===== src/rtl/alu_op_decoder.sv =====
// Registered RV32 decode stage producing the 4-bit alu_op code, buffered in a 2-entry FIFO toward execute.
// Optional feature macro ILLEGAL_TRAP_EN: a sticky trap on illegal words that stalls intake until trap_clr.
module alu_op_decoder #(
    parameter int unsigned CNT_W = 16
) (
    input  logic             clk,
    input  logic             rst_n,
    input  logic             in_valid,
    output logic             in_ready,
    input  logic [31:0]      in_instr,
    output logic             out_valid,
    input  logic             out_ready,
    output logic [3:0]       out_alu_op,
    output logic             out_use_imm,
    output logic             out_is_branch,
    output logic             out_illegal,
    output logic [CNT_W-1:0] illegal_count,
    output logic             trap,
    input  logic             trap_clr
);

    localparam int unsigned OP_W       = 4;
    localparam int unsigned FIFO_CNT_W = 2;

    localparam logic [FIFO_CNT_W-1:0] FIFO_EMPTY = FIFO_CNT_W'(0);
    localparam logic [FIFO_CNT_W-1:0] FIFO_ONE   = FIFO_CNT_W'(1);
    localparam logic [FIFO_CNT_W-1:0] FIFO_FULL  = FIFO_CNT_W'(2);

    localparam logic [6:0] OPC_R      = 7'b0110011;
    localparam logic [6:0] OPC_I      = 7'b0010011;
    localparam logic [6:0] OPC_LOAD   = 7'b0000011;
    localparam logic [6:0] OPC_STORE  = 7'b0100011;
    localparam logic [6:0] OPC_BRANCH = 7'b1100011;

    localparam logic [6:0] F7_BASE = 7'b0000000;
    localparam logic [6:0] F7_ALT  = 7'b0100000;
    localparam logic [6:0] F7_MUL  = 7'b0000001;

    localparam logic [OP_W-1:0] ALU_ADD = 4'b0000;
    localparam logic [OP_W-1:0] ALU_SUB = 4'b0001;
    localparam logic [OP_W-1:0] ALU_SL  = 4'b0010;
    localparam logic [OP_W-1:0] ALU_AND = 4'b0011;
    localparam logic [OP_W-1:0] ALU_SR  = 4'b0100;
    localparam logic [OP_W-1:0] ALU_BLT = 4'b0101;
    localparam logic [OP_W-1:0] ALU_OR  = 4'b0110;
    localparam logic [OP_W-1:0] ALU_MUL = 4'b1000;
    localparam logic [OP_W-1:0] ALU_BGT = 4'b1001;
    localparam logic [OP_W-1:0] ALU_BEQ = 4'b1100;

    typedef struct packed {
        logic [OP_W-1:0] alu_op;
        logic            use_imm;
        logic            is_branch;
        logic            illegal;
    } dec_t;

    logic [6:0] opcode_c;
    logic [2:0] funct3_c;
    logic [6:0] funct7_c;
    dec_t       dec_c;
    logic       legal_c;

    assign opcode_c = in_instr[6:0];
    assign funct3_c = in_instr[14:12];
    assign funct7_c = in_instr[31:25];

    // Register fields and rd play no part in the ALU op selection.
    logic unused_instr;
    assign unused_instr = ^{in_instr[24:15], in_instr[11:7]};

    // Instruction decode; anything not matched collapses to the illegal entry.
    always_comb begin
        dec_c   = '0;
        legal_c = 1'b0;
        case (opcode_c)
            OPC_R: begin
                legal_c = 1'b1;
                case ({funct7_c, funct3_c})
                    {F7_BASE, 3'b000}: dec_c.alu_op = ALU_ADD;
                    {F7_BASE, 3'b001}: dec_c.alu_op = ALU_SL;
                    {F7_BASE, 3'b101}: dec_c.alu_op = ALU_SR;
                    {F7_BASE, 3'b111}: dec_c.alu_op = ALU_AND;
                    {F7_BASE, 3'b110}: dec_c.alu_op = ALU_OR;
                    {F7_ALT,  3'b000}: dec_c.alu_op = ALU_SUB;
                    {F7_MUL,  3'b000}: dec_c.alu_op = ALU_MUL;
                    default:           legal_c      = 1'b0;
                endcase
            end
            OPC_I: begin
                legal_c       = 1'b1;
                dec_c.use_imm = 1'b1;
                case (funct3_c)
                    3'b000:  dec_c.alu_op = ALU_ADD;
                    3'b111:  dec_c.alu_op = ALU_AND;
                    3'b110:  dec_c.alu_op = ALU_OR;
                    3'b001: begin
                        dec_c.alu_op = ALU_SL;
                        legal_c      = (funct7_c == F7_BASE);
                    end
                    3'b101: begin
                        dec_c.alu_op = ALU_SR;
                        legal_c      = (funct7_c == F7_BASE);
                    end
                    default: legal_c = 1'b0;
                endcase
            end
            OPC_LOAD, OPC_STORE: begin
                legal_c       = 1'b1;
                dec_c.alu_op  = ALU_ADD;
                dec_c.use_imm = 1'b1;
            end
            OPC_BRANCH: begin
                legal_c         = 1'b1;
                dec_c.is_branch = 1'b1;
                case (funct3_c)
                    3'b000:  dec_c.alu_op = ALU_BEQ;
                    3'b110:  dec_c.alu_op = ALU_BLT;
                    3'b111:  dec_c.alu_op = ALU_BGT;
                    default: legal_c      = 1'b0;
                endcase
            end
            default: legal_c = 1'b0;
        endcase
        if (!legal_c) begin
            dec_c         = '0;
            dec_c.illegal = 1'b1;
        end
    end

    dec_t                  head_q, head_d;
    dec_t                  tail_q, tail_d;
    logic [FIFO_CNT_W-1:0] count_q, count_d;
    logic                  in_ready_q, in_ready_d;
    logic                  out_valid_q, out_valid_d;
    logic [CNT_W-1:0]      ill_cnt_q, ill_cnt_d;
    logic                  trap_q, trap_d;
    logic                  push_c;
    logic                  pop_c;

    assign push_c = in_valid & in_ready_q;
    assign pop_c  = out_valid_q & out_ready;

    // State register.
    always_ff @(posedge clk or negedge rst_n) begin
        if (!rst_n) begin
            head_q      <= '0;
            tail_q      <= '0;
            count_q     <= FIFO_EMPTY;
            in_ready_q  <= 1'b1;
            out_valid_q <= 1'b0;
            ill_cnt_q   <= '0;
            trap_q      <= 1'b0;
        end else begin
            head_q      <= head_d;
            tail_q      <= tail_d;
            count_q     <= count_d;
            in_ready_q  <= in_ready_d;
            out_valid_q <= out_valid_d;
            ill_cnt_q   <= ill_cnt_d;
            trap_q      <= trap_d;
        end
    end

    // Next state: FIFO movement, saturating counter, trap, and registered handshakes.
    always_comb begin
        head_d    = head_q;
        tail_d    = tail_q;
        count_d   = count_q + FIFO_CNT_W'(push_c) - FIFO_CNT_W'(pop_c);
        ill_cnt_d = ill_cnt_q;
        trap_d    = 1'b0;

        // The head doubles as the output register, so it keeps its value when the FIFO empties.
        if (pop_c) begin
            if (count_q == FIFO_FULL) begin
                head_d = tail_q;
            end else if (push_c) begin
                head_d = dec_c;
            end
        end else if (push_c) begin
            if (count_q == FIFO_EMPTY) begin
                head_d = dec_c;
            end else begin
                tail_d = dec_c;
            end
        end

        if (push_c && dec_c.illegal && (ill_cnt_q != {CNT_W{1'b1}})) begin
            ill_cnt_d = ill_cnt_q + CNT_W'(1);
        end

`ifdef ILLEGAL_TRAP_EN
        trap_d = trap_q;
        if (trap_clr) begin
            trap_d = 1'b0;
        end
        if (push_c && dec_c.illegal) begin
            trap_d = 1'b1;
        end
`endif

        in_ready_d  = (count_d != FIFO_FULL) && !trap_d;
        out_valid_d = (count_d != FIFO_EMPTY);
    end

`ifndef ILLEGAL_TRAP_EN
    logic unused_trap_clr;
    assign unused_trap_clr = trap_clr;
`endif

    assign in_ready      = in_ready_q;
    assign out_valid     = out_valid_q;
    assign out_alu_op    = head_q.alu_op;
    assign out_use_imm   = head_q.use_imm;
    assign out_is_branch = head_q.is_branch;
    assign out_illegal   = head_q.illegal;
    assign illegal_count = ill_cnt_q;
    assign trap          = trap_q;

    // FIFO_ONE names the single-entry occupancy for readability in waveforms.
    logic unused_one;
    assign unused_one = ^FIFO_ONE;

endmodule


===== config.mk =====
export PLATFORM = sky130hd
export DESIGN_NAME = alu_op_decoder
export DESIGN_NICKNAME = d
export VERILOG_FILES = /design/src/rtl/alu_op_decoder.sv
export SDC_FILE = /design/constraint.sdc
export NUM_CORES = 1
export LEC_CHECK = 0
export BUFFER_PORTS_ARGS = -buffer_cell sky130_fd_sc_hd__buf_2
export CAP_MARGIN = 20
export CORE_MARGIN = 4
export CORE_UTILIZATION = 45
export DETAILED_ROUTE_END_ITERATION = 8
export PLACE_DENSITY = 0.73
export SLEW_MARGIN = 20
export SYNTH_ARGS = -nofsm -noshare
export SYNTH_HDL_FRONTEND = slang
export SYNTH_SLANG_ARGS = --single-unit

===== constraint.sdc =====
create_clock -name clk -period 5 [get_ports clk]
set_clock_uncertainty 0.2 [all_clocks]
set_input_delay 0.25 -clock clk [delete_from_list [all_inputs] [get_ports clk]]
set_output_delay 0.25 -clock clk [all_outputs]
set_load 0.05 [all_outputs]

==> run_results.csv, run 1 <==
group,metric,value,unit
sta,worst_pin_slew,1.02,ns
synthesis,yosysUniqueCellTypes,48,
finish,multi_input_area,953,µm²
power_and_ir_drop,pwr_density_cell,463,nW/µm²
power_and_ir_drop,power.leakage,1.07,nW
power_and_ir_drop,ir_drop,0.317,mV
synthesis,synthFlopType,"dfrtp_1",
cts,cts.sinks,34,
synthesis,syn-mean-instance-area,9.86,µm²
floorplanning,core_area,4000,µm²
synthesis,synth_seq_cells,34,
route,drt-total-wl,3760,µm
synthesis,synth_edf_count,0,
worst_hold_path,hold_class,"in2reg",
route,route.detailed.drc,0,
synthesis,seq_area_frac_synth,45.5,%
worst_setup_path,cp_data_arrival_time,2.54,ns
worst_setup_path,cp.required,4.97,ns
global_routing,grt_pass1_wl,6440,µm
sta,relSlewSlack,32.0,%
worst_setup_path,criticalPathCategory,"reg2reg",
global_routing,grt_pass1_vias,1403,
route,num_vias,1544,
cts,root_buffer,"clkbuf_8",
cts,cts_tree,"yes",
synthesis,synthCells,190,
synthesis,synth_area,1870,µm²
cts,h-tree-depth,2,
floorplanning,ios,63,
floorplanning,die_w,72.5,µm
route,final_antenna_net_count,0,
worst_setup_path,end_kind,"flop",
global_routing,grt-ovfl-total,0,
finish,seqCellArea,852,µm²
global_routing,grt_usage,15.6,%
route,first_pass_iters,4,
outcome,status,"finished, final reports clean",
synthesis,syn_nets,231,
global_routing,grt_use_met3,4.29,%
worst_setup_path,critPathLaunchType,"flop",
global_routing,grt_max_degree,35,
global_routing,use_met1,22.0,%
route,drtIter0Drc,71,
finish,final_layout_size_suffix_gt1_share,26.2,%
synthesis,async_flop_share,100,%
cts,clk_pin_slew_worst_paths,0.07,ns
cts,clockBufferDepth,2,
finish,fillers,362,
synthesis,synth_warnings,0,
placed_design,dp.cells,278,
cts,insertion_delay,0.28,ns
floorplanning,die_h,72.5,µm
power_and_ir_drop,power,0.00102,W
global_routing,antenna_found_initial,0,
worst_setup_path,crit_fanout,15,
placed_design,hpwl,2780,µm
finish,instances_no_fill,287,
sta,rsz0062_at_grt,"false",
finish,antenna_cells,0,
finish,final_util,55.2,%
finish,area_delta_synth_final,18.0,%
sta,finalHoldViolations,0,
sta,finalSetupViolations,0,
floorplanning,rows,23,
global_routing,use_met2,23.6,%
global_routing,top_usage_layer,"met2",
sta,setup_tns,0,ns
placed_design,port_buffers,45,
sta,fin_crit,2.57,ns
sta,clock.fmax,0.390,GHz
route,via_per_inst,5.38,
cts,cts_buffers,5,
placed_design,gp_congestion,0.895,
run,cap_violations,0,
finish,nNetsFinal,277,
sta,fin_crit_sh,51.3,%
route,wl_per_cell,13.1,µm
floorplanning,start_util,46.8,%
floorplanning,die_area,5260,µm²
sta,slew_viol_final,0,
cts,cts_resized,0,
-- cell type report --
| class | count | area share, % |
|---|---|---|
| well taps | 50 | 2.83 |
| flip-flops and latches | 34 | 38.6 |
| clock inverters | 1 | 0.227 |
| repair buffers | 46 | 10.6 |
| inverters | 4 | 0.680 |
| multi-input cells | 145 | 43.1 |
| clock buffers | 7 | 3.91 |
-- synth_stat cells, drive strengths merged, types with 3 or more instances --
cell	count	area, µm²
and3	11	68.8
nand2	22	82.6
mux2	3	37.5
nand3	9	60.1
nor2	9	33.8
nand4	6	37.5
inv	4	15.0
xor2	3	26.3
buf	4	41.3
dfrtp	33	826
o21ai	11	55.1
xnor2	14	123
and4	3	26.3
clkbuf	3	11.3
a21oi	10	50.1
ha	4	50.1
-- metal layers --
metal	up-vias	wire length, µm	part of all wire (%)
met5	-	0	0
met4	0	29	0.77
met3	5	169	4.5
met2	28	1720	46
met1	737	1840	49
li1	774	-	-
-- final timing paths --
kind	start	endpoint	slack [ns]	cells past startpoint
max in group asynchronous	rst_n	out_valid	3.76	2
min reg2reg	out_alu_op[0]	out_alu_op[0]	0.27	2
min	in_instr[6]	tail_q[2]	0.18	3
max	illegal_count[0]	illegal_count[9]	2.43	7
min in group asynchronous	rst_n	out_is_branch	0.37	2
max reg2reg	illegal_count[0]	illegal_count[9]	2.43	7
-- sequential cells by signal (all words and copies together) (netlist names) --
signal,flops
in_ready,1
out_use_imm,1
out_illegal,1
out_alu_op,4
out_valid,1
out_is_branch,1
count_q,2
tail_q,7
illegal_count,16
-- report_power, final --
part / total (W) / leakage, nW / internal (W) / switching [W]
Sequential: 0.000397 / 0.443 / 0.000339 / 0.0000584
Clock: 0.000207 / 0.0482 / 0.000111 / 0.0000957
Combinational: 0.000420 / 0.576 / 0.000129 / 0.000291
Total: 0.00102 / 1.07 / 0.000578 / 0.000445
-- worst max-delay path, cell delays in order (launching register included) --
cell and delay (ns):
dfrtp_1 0.42, ha_1 0.22, and3_1 0.19, and3_1 0.26, a31oi_1 0.20, and4_1 0.62
nand4_1 0.19, xnor2_1 0.16
-- placed cells by master, fill, tap and decap left out, types with 2 or more instances in the layout --
cell type / count
xor2_1: 3
dfrtp_1: 33
ha_1: 4
o21bai_1: 2
inv_1: 4
and3_1: 11
o21ai_0: 11
a211oi_1: 2
nor4_1: 2
nor3b_1: 2
clkbuf_8: 6
a31oi_1: 2
nand3_2: 3
or2_2: 2
a21oi_1: 10
or3_1: 2
a21o_1: 2
nand2b_1: 2
nand4_1: 6
nand3b_1: 2
nor2_1: 9
nor4b_1: 2
and4_1: 3
nand3_1: 6
nand2_1: 22
mux2_2: 2
nor2b_1: 2
xnor2_1: 14
buf_2: 45
-- through the flow --
stage | setup slack (ns) | instance area (µm²) | hold WS [ns]
3_5_place_dp | 2.42 | 2110 | 0.164
6_report | 2.43 | 2210 | 0.176
3_3_place_gp | 2.40 | 2110 | 0.161
4_1_cts | 2.42 | 2210 | 0.172
2_1_floorplan | 2.50 | 1870 | -0.246
5_1_grt | 2.27 | 2210 | 0.208
-- logic make-up (layout without fill, tap and decap cells) --
group / count (synthesis) / after routing / share of synthesized area [%]
flip-flops: 34 / 34 / 45.5
AND/OR/NAND/NOR: 80 / 80 / 24.2
XOR/XNOR: 17 / 17 / 7.95
multiplexers: 4 / 4 / 2.54
AO/OA/AOI/OAI: 39 / 39 / 13.3
adder cells (fa/ha/maj): 4 / 4 / 2.67
buffers and inverters: 11 / 58 / 3.61
other: 1 / 1 / 0.200
-- repair_timing --
| item | in CTS | in global routing |
|---|---|---|
| setup buffers | 0 | 0 |
| hold buffers | 1 | 0 |
| hold endpoints to repair | 33 | 0 |
Note: power is estimated with default switching activity, not from simulation.
==> run 2, diff against run 1 <==
--- a/config.mk
+++ b/config.mk
@@ -5,12 +5,13 @@
 export SDC_FILE = /design/constraint.sdc
 export NUM_CORES = 1
 export LEC_CHECK = 0
+export ABC_AREA = 1
 export BUFFER_PORTS_ARGS = -buffer_cell sky130_fd_sc_hd__buf_2
 export CAP_MARGIN = 20
 export CORE_MARGIN = 4
 export CORE_UTILIZATION = 45
 export DETAILED_ROUTE_END_ITERATION = 8
-export PLACE_DENSITY = 0.73
+export PLACE_DENSITY = 0.7
 export SLEW_MARGIN = 20
 export SYNTH_ARGS = -nofsm -noshare
 export SYNTH_HDL_FRONTEND = slang
==> constraint.sdc (replaced) <==
create_clock -name clk -period 2.4 [get_ports clk]
set_clock_uncertainty 0.2 [all_clocks]
set_input_delay 0.12 -clock clk [delete_from_list [all_inputs] [get_ports clk]]
set_output_delay 0.12 -clock clk [all_outputs]
set_load 0.05 [all_outputs]
==> run_results.csv, run 2 <==
group,metric,value,unit
outcome,status,"finished, final reports clean",
floorplanning,die_h,79.2,µm
global_routing,grt_usage,17.1,%
finish,layout_common_cells,"70 x nand2_1, 45 x buf_2, 36 x nor2_1",
floorplanning,rows,25,
route,drt-total-wl,4790,µm
worst_setup_path,crit_fanout,21,
global_routing,grt_pass1_wl,8640,µm
synthesis,synth.top_cell.area_share,36.2,%
cts,insertion_delay,0.28,ns
synthesis,synth_area,2280,µm²
sta,setup_tns,0,ns
power_and_ir_drop,power.leakage,1.33,nW
synthesis,yosysUniqueCellTypes,34,
synthesis,synth_warnings,0,
synthesis,synth.top_cells.by_area,"dfrtp_1 36%, nand2_1 12%, nor2_1 5.9%, inv_1 5.6%, xor2_1 5.0%",
run,cap_violations,0,
synthesis,synth_seq_cells,34,
cts,cts.sinks,34,
cts,hold_buffers,1,
route,final_antenna_net_count,0,
cts,cts_tree,"yes",
finish,final_layout_size_suffix_gt1_share,28.4,%
cts,cts_resized,0,
cts,clk_pin_slew_worst_paths,0.07,ns
cts,root_buffer,"clkbuf_8",
synthesis,synthSimpleGateAreaFrac,32.5,%
synthesis,synth_top_cell_by_area,"dfrtp_1",
worst_hold_path,whs_endpoint,"tail_q[2]",
route,drtIter0Drc,100,
worst_setup_path,timing.rr.end,"illegal_count[3]",
floorplanning,start_util,47.4,%
route,wl_per_cell,11.7,µm
sta,finalHoldViolations,0,
finish,final_common_cell,"nand2_1",
synthesis,syn_nets,336,
power_and_ir_drop,power,0.00291,W
sta,finalSetupViolations,0,
worst_setup_path,r2r_setup_slack,0.35,ns
route,route.detailed.drc,0,
finish,area_delta_synth_final,15.1,%
route,via_per_inst,4.84,
placed_design,hpwl,3630,µm
worst_setup_path,criticalPathCategory,"reg2reg",
synthesis,synthCells,295,
worst_setup_path,rr_worst_depth,8,
floorplanning,die_w,79.2,µm
route,num_vias,1980,
sta,clock.fmax,0.489,GHz
sta,relSlewSlack,47.7,%
finish,largest_reg_flops,16,
synthesis,seq_area_frac_synth,37.4,%
cts,postCtsSetupBuffers,0,
sta,fin_crit,2.05,ns
sta,slew_viol_final,0,
placed_design,gp_congestion,0.815,
synthesis,muxShareOfSynthArea,0,%
synthesis,synthFlopType,"dfrtp_1",
synthesis,syn-mean-instance-area,7.73,µm²
synthesis,synth_xor_area_share,6.53,%
finish,final_area,2630,µm²
finish,nNetsFinal,382,
finish,fillers,477,
global_routing,grt-ovfl-total,0,
cts,clockBufferDepth,2,
worst_hold_path,min_path_cells,6,
synthesis,synthAdderAreaFrac,2.19,%
worst_setup_path,r2r-start,"illegal_count[0]",
synthesis,async_flop_share,100,%
synthesis,synth_commonest_cells,"70 x nand2_1, 36 x nor2_1, 34 x inv_1",
power_and_ir_drop,pwr_density_cell,1110,nW/µm²
worst_hold_path,hold_class,"in2reg",
sta,worst_pin_slew,0.784,ns
cts,cts_buffers,5,
global_routing,grt_pass1_vias,1912,
floorplanning,ios,63,
synthesis,synth_edf_count,0,
worst_setup_path,cp.required,2.36,ns
synthesis,synth.most_common_cell,"nand2_1",
placed_design,placed_area,2520,µm²
placed_design,port_buffers,45,
worst_setup_path,end_kind,"flop",
finish,antenna_cells,0,
sta,rsz0062_at_grt,"false",
floorplanning,die_area,6270,µm²
worst_setup_path,critPathLaunchType,"flop",
floorplanning,core_area,4820,µm²
worst_hold_path,min_from,"in_instr[6]",
sta,fin_crit_sh,85.3,%
global_routing,grt_max_degree,35,
power_and_ir_drop,ir_drop,0.676,mV
synthesis,synth_top_family_by_area,"simple AND/OR/NAND/NOR gates",
global_routing,antenna_found_initial,0,
worst_setup_path,cp_data_arrival_time,2.01,ns
route,first_pass_iters,4,
synthesis,synth-compound-area-share,12.1,%
cts,h-tree-depth,2,
[run 2: worst max-delay path by stage]
stage / endpoint / cells past startpoint / start
global placement: illegal_count[3] / 8 / illegal_count[0]
detailed placement: out_valid / 6 / in_ready
global route: illegal_count[15] / 9 / illegal_count[0]
floorplan: illegal_count[9] / 9 / illegal_count[0]
finish: illegal_count[3] / 8 / illegal_count[0]
CTS: illegal_count[3] / 8 / illegal_count[0]
[run 2: per-stage QoR]
step,util (%),setup slack [ns],hold WS [ns],std cells
5_1_grt,54.5,0.190,0.138,409
2_1_floorplan,-,0.172,-0.376,295
3_3_place_gp,52.4,0.414,0.0387,400
3_5_place_dp,52.4,0.381,0.0467,400
6_report,54.5,0.354,0.112,409
4_1_cts,54.5,0.345,0.111,409
[run 2: power breakdown]
part	leakage [nW]	internal, W	switching (W)
clock network	0.0482	0.000232	0.000209
logic	0.839	0.000411	0.00112
registers	0.447	0.000769	0.000167
[run 2: final cells by class]
cell class	instances	area [µm²]	area share, %
clock buffers	7	86.3	3.29
clock inverters	1	5.00	0.191
inverters	38	143	5.43
multi-input cells	216	1220	46.5
flip-flops and latches	34	852	32.5
well taps	67	83.8	3.19
repair buffers	46	235	8.96
[run 2: critical path: stages (launching register included)]
cell,delay [ns]
dfrtp_1,0.46
ha_1,0.24
nand3_2,0.15
nor2_4,0.17
nand4_2,0.16
o21ai_4,0.25
nor2_8,0.14
nand2_1,0.10
o21ai_2,0.05
[run 2: per-layer routing]
layer / GRT usage (%) / wire, µm / vias up
met2: 27.3 / 2290 / 36
li1: - / - / 1016
met5: 0 / 0 / -
met4: 4.64 / 38 / 0
met1: 23.4 / 2280 / 923
met3: 3.63 / 189 / 5
[run 2: kinds of logic after synthesis]
family | Yosys count
AND/OR/NAND/NOR | 155
buffers and inverters | 45
adder cells (fa/ha/maj) | 4
other | 1
XOR/XNOR | 17
AO/OA/AOI/OAI | 39
flip-flops | 34
